## config.mk

```make
export PLATFORM = sky130hd
export DESIGN_NAME = order_3_drain
export DESIGN_NICKNAME = d
export VERILOG_FILES = /design/src/rtl/order_3_drain.sv
export SDC_FILE = /design/constraint.sdc
export NUM_CORES = 1
export LEC_CHECK = 0
export CAP_MARGIN = 20
export CORE_MARGIN = 5
export CORE_UTILIZATION = 55
export DETAILED_ROUTE_END_ITERATION = 16
export PLACE_DENSITY = 0.89
export REMOVE_ABC_BUFFERS = 1
export SLEW_MARGIN = 30
export SYNTH_ARGS = -nofsm -noshare
export SYNTH_HDL_FRONTEND = slang
export SYNTH_SLANG_ARGS = --single-unit
```

## constraint.sdc

```tcl
create_clock -name clock -period 2.1 [get_ports clock]
set_input_delay 0.42 -clock clock [delete_from_list [all_inputs] [get_ports clock]]
set_output_delay 0.42 -clock clock [all_outputs]
set_load 0.05 [all_outputs]
```

## src/rtl/order_3_drain.sv

```systemverilog
// ---------------------------------------------------------------------------
// order_3_drain
//
// Consumer end of the 3-element sort path. Accepts one sorted triplet per
// input handshake into a 2-entry triplet FIFO, then serializes each triplet
// onto a single-element valid/ready stream, largest element first. Each
// element is tagged with its rank (0,1,2) and a last flag. Every accepted
// triplet is checked for descending order, and order_err latches a
// violation until err_clr.
//
// Ports:
//   clock      in   single clock, rising edge
//   rst_n      in   asynchronous active-low reset
//   in_valid   in   triplet present on indata0..2
//   in_ready   out  block can accept a triplet this cycle
//   indata0    in   largest element  (rank 0)
//   indata1    in   middle element   (rank 1)
//   indata2    in   smallest element (rank 2)
//   out_valid  out  outdata/out_rank/out_last valid
//   out_ready  in   downstream accepts the current element
//   outdata    out  current serialized element
//   out_rank   out  rank of outdata within its triplet
//   out_last   out  high on the rank-2 element
//   order_err  out  sticky flag: an accepted triplet was not descending
//   err_clr    in   synchronous clear of order_err
// ---------------------------------------------------------------------------
module order_3_drain #(
  parameter int DSIZE = 8
) (
  input  logic             clock,
  input  logic             rst_n,
  input  logic             in_valid,
  output logic             in_ready,
  input  logic [DSIZE-1:0] indata0,
  input  logic [DSIZE-1:0] indata1,
  input  logic [DSIZE-1:0] indata2,
  output logic             out_valid,
  input  logic             out_ready,
  output logic [DSIZE-1:0] outdata,
  output logic [1:0]       out_rank,
  output logic             out_last,
  output logic             order_err,
  input  logic             err_clr
);

  // Each entry holds one triplet; element [k] is the rank-k value.
  logic [2:0][DSIZE-1:0] r_mem [2];
  logic                  r_wptr;
  logic                  r_rptr;
  logic [1:0]            r_count;
  logic [1:0]            r_rank;
  logic                  r_err;

  logic                  w_accept;
  logic                  w_pop;
  logic                  w_free;
  logic                  w_bad;
  logic [2:0][DSIZE-1:0] w_head;

  // in_ready depends only on the registered count, so a full buffer never
  // admits a triplet even while its head is being freed this cycle.
  assign in_ready  = (r_count != 2'd2);
  assign out_valid = (r_count != 2'd0);
  assign out_rank  = r_rank;
  assign out_last  = (r_rank == 2'd2);
  assign order_err = r_err;

  assign w_accept = in_valid && in_ready;
  assign w_pop    = out_valid && out_ready;
  assign w_free   = w_pop && (r_rank == 2'd2);
  assign w_bad    = (indata0 < indata1) || (indata1 < indata2);

  // Output element mux: head entry indexed by the rank counter.
  always_comb begin
    w_head  = r_mem[r_rptr];
    outdata = w_head[0];
    case (r_rank)
      2'd1:    outdata = w_head[1];
      2'd2:    outdata = w_head[2];
      default: outdata = w_head[0];
    endcase
  end

  always_ff @(posedge clock or negedge rst_n) begin
    if (!rst_n) begin
      r_mem[0] <= '0;
      r_mem[1] <= '0;
      r_wptr   <= 1'b0;
      r_rptr   <= 1'b0;
      r_count  <= 2'd0;
      r_rank   <= 2'd0;
      r_err    <= 1'b0;
    end else begin
      if (w_accept) begin
        r_mem[r_wptr] <= {indata2, indata1, indata0};
        r_wptr        <= ~r_wptr;
      end

      // Rank walks 0,1,2 per popped element; the final pop frees the head.
      if (w_pop) begin
        if (r_rank == 2'd2) begin
          r_rank <= 2'd0;
          r_rptr <= ~r_rptr;
        end else begin
          r_rank <= r_rank + 2'd1;
        end
      end

      // Accept and head-free in one cycle leave the occupancy unchanged.
      case ({w_accept, w_free})
        2'b10:   r_count <= r_count + 2'd1;
        2'b01:   r_count <= r_count - 2'd1;
        default: r_count <= r_count;
      endcase

      // A violating accept takes priority over a coincident clear.
      if (w_accept && w_bad) begin
        r_err <= 1'b1;
      end else if (err_clr) begin
        r_err <= 1'b0;
      end
    end
  end

endmodule

```

==> impl_results.md, run 1 <==
- Area of the die: 7080 um2
- Via count of the first global-routing pass: 2193
- Post-layout minimum cycle time: 2.16 ns
- Internal power: 4.57 mW
- Count of antenna-violating nets left after detailed routing: 0
- Layout fillers: 341
- Core ar.: 5440 um2
- Family with the most delay on the worst path: flip-flops
- Leakage power figure: 1.88 nW
- Share of total power in combinational logic: 0.649
- Detailed-routing iteration count for the pre-antenna-repair pass: 4
- Startpoint types: register
- Maximum number of pins on one net before global-route repair: 39
- Worst slew margin: 0.672
- Via/cell ratio: 5.65
- Clock insertion delay at the later pin of the skew report: 0.32 ns
- Number of placed cells counting well taps: 365
- TritonCTS clock tree: yes
- Max-slew violation count: 0
- Switching component of the power: 3.19 mW
- Synthesized flop and latch total: 55
- Count of yosys warnings during synthesis: 0
- Routed wirelength normalized by instance count: 19.3 um
- Final Hold Vio Count: 0
- Maximum vdd drop: 1.29 mV
- Row cnt: 27
- CP Max Fanout: 7
- Final standard cell count with taps included and fillers excluded: 381
- Final worst clock skew: 0.00349 ns
- Sequential standard cell area: 1380 um2
- Sequential-to-total area share from yosys stat: 0.455
- Wire length after detailed routing: 7370 um
- Number of flops mapped to enable cells by yosys: 0
- Crit path required time: 1.68 ns
- Maximum single-stage delay on the critical path: 0.47 ns
- Worst EP arrival: 1.74 ns
- Failing checks: setup timing
- Count of routing violations after the opening detailed-route iteration: 125
- Slew @ Worst Pin: 0.491 ns
- Starting density of the core: 0.556
- Overall power consumption: 7.76 mW
- Period Utilization, post-route: 1.03
- Final HPWL DP: 4540 um
- RSZ-0062 raised after global routing: true
- Per-instance average area after synthesis: 12.2 um2
- Most common cell after layout, fill and taps aside: sky130_fd_sc_hd__dfrtp_1
- Distinct cell type count after synthesis: 38
- Count of endpoints failing setup in the final report: 3
- IO Port Bufs: 42
- Ratio of cells with drive above 1 in the final layout: 0.337
- Met1 Track Usage GR: 0.251
- Achievable clock frequency: 0.462 GHz
- Net count of the finished layout: 357
- Max-cap check violation count: 0
- Areal power density over the cells: 1920 nW/um2
- Synth async-reset ratio: 1.00
- Class of the tightest hold or removal check: input pin to asynchronous set/reset pin
- Sinks on Clock Net: 55
- GRT Overall Usage: 0.193
- Cell breakdown of the critical path: buf_12, mux2i_1, o22ai_2, nand2_2, o21ai_2, buf_4, buf_12
- Hold buffer count at cts: 0
- Type of element capturing the critical path: primary output
- Combined area of all synthesized cells: 3030 um2
- Flop pwr share: 0.261
- Path type of the worst setup path: register to primary output
- Die height: 84.2 um
- Layout overhead on the synthesized area: 33.8%
- Boundary pin count: 43
- Largest buffer count on any clock path: 2
- Area taken by multi-input logic gates: 1610 um2
- Antenna violations before repair: 0
- PnR worst setup slack: -0.0624 ns
- Clock slew at reported path FFs: 0.10 ns
- CP max stage cell: sky130_fd_sc_hd__dfrtp_2
- Synth Instances: 249
- Switching power as a share of total power: 0.411
- Total grt overflow: 0
- Clock share of power: 0.089
- Most used DFF post-synth: sky130_fd_sc_hd__dfrtp_1
- Global-route wire length before repair: 10900 um
- Root buffer cell: sky130_fd_sc_hd__clkbuf_8
- Result of the run: complete, but fails checks
- Met3 global-route usage: 0.0520
- Width of the die: 84.2 um
- Commonest cells after routing, fill and taps aside: 53 x sky130_fd_sc_hd__dfrtp_1, 30 x sky130_fd_sc_hd__clkdlybuf4s50_1, 28 x sky130_fd_sc_hd__mux2_4, 21 x sky130_fd_sc_hd__mux2i_1, 21 x sky130_fd_sc_hd__nand2_1
- Post-route DRC violation count: 0
- Cts bufs inserted: 5
- Library cell appearing most often on the critical path: sky130_fd_sc_hd__buf_12
- H-tree levels: 2
- Antenna diode count: 0
- Via count: 2152
- Routing usage on met2: 0.317
- Global route hottest layer: met2
- Final weighted congestion of routability-driven global placement: 0.773
- Number of buffer and inverter stages on the critical path: 3
[power by group through the flow]
stage / registers (mW) / logic (mW) / clock network, mW
4_1_cts: 1.95 / 4.51 / 0.698
2_1_floorplan: 2.03 / 2.39 / 0
6_report: 2.03 / 5.04 / 0.692
5_1_grt: 2.08 / 5.28 / 0.743
3_5_place_dp: 1.95 / 4.30 / 0
3_3_place_gp: 1.91 / 4.22 / 0
[synthesized netlist by cell type, drive strengths merged, types with 2 or more instances]
cell	n	share of area
xor2	2	0.0058
a211oi	2	0.0050
inv	19	0.024
nand4	2	0.0041
nand2	25	0.033
nor2	2	0.0079
mux2	34	0.16
nand2b	3	0.0087
ha	19	0.079
o21ai	26	0.043
and3	2	0.0041
o22ai	8	0.017
xnor2	3	0.0087
buf	10	0.032
mux2i	24	0.079
dfrtp	55	0.45
[area by class of cell]
type,instances,share of cell area
flip-flops and latches,55,0.341
inverters,19,0.0195
repair buffers,63,0.194
clock inverters,1,0.00742
well taps,72,0.0223
clock buffers,6,0.0179
multi-input cells,165,0.398
[routing by layer]
metal	vias up	wire length [um]
met5	-	0
met4	0	155
met3	19	325
met2	52	3730
met1	1083	3160
li1	998	-
[worst paths after layout]
check | from | endpoint | slack [ns] | cells past startpoint
hold / removal | rst_n | r_mem[40] | 0.03 | 1
hold reg to reg | r_mem[18] | r_mem[18] | 0.50 | 2
min in group clock | r_mem[18] | r_mem[18] | 0.50 | 2
max in group asynchronous | rst_n | r_rptr | 1.43 | 2
setup / recovery | r_rptr | outdata[5] | -0.06 | 7
setup reg to reg | r_count[0] | r_count[1] | 0.41 | 5
[flip-flops by register name, indices dropped and copies added (netlist names)]
register	flops
r_rptr	1
r_mem	48
order_err	1
out_rank	2
r_count	2
r_wptr	1
[metrics by stage]
stage               instance area [um2]  TNS, ns  worst slack [ns]  utilization  hold WS [ns]
finish                             4050   -0.130           -0.0624        0.744        0.0259
global route                       4050   -0.505            -0.117        0.744        0.0409
CTS                                3870  -0.0548           -0.0275        0.711        0.0272
detailed placement                 3670        0            0.0394        0.676         0.371
global placement                   3670        0             0.106        0.676         0.358
floorplan                          2930    -5.66            -0.706            -         0.124
[repair_timing]
action	4_1_cts	5_1_grt
pin swaps	2	6
resized for setup	21	22
gates cloned	0	3
hold endpoints to repair	0	0
buffers inserted	4	3
setup endpoints to repair	9	8
[kinds of logic (layout without fill, tap and decap cells)]
kind of cell | Yosys count | count (layout) | synth area share
flops | 55 | 55 | 0.455
mux | 58 | 58 | 0.241
fa+ha+maj | 19 | 19 | 0.0786
simple gates | 39 | 39 | 0.0703
compound gates | 44 | 44 | 0.0856
xor+xnor | 5 | 5 | 0.0145
buf+inv | 29 | 89 | 0.0554
Power figures use the tool's default switching activity.
==> inputs of run 2 (changes only) <==
- ABC_CLOCK_PERIOD_IN_PS: default -> 2100
==> results of run 2 <==
No change in the layout: final DEF, timing and power equal those of run 1.
==> inputs of run 3 (changes only) <==
- CTS_CLUSTER_DIAMETER: default -> 60
==> results of run 3 <==
No change in the layout: final DEF, timing and power equal those of run 1.
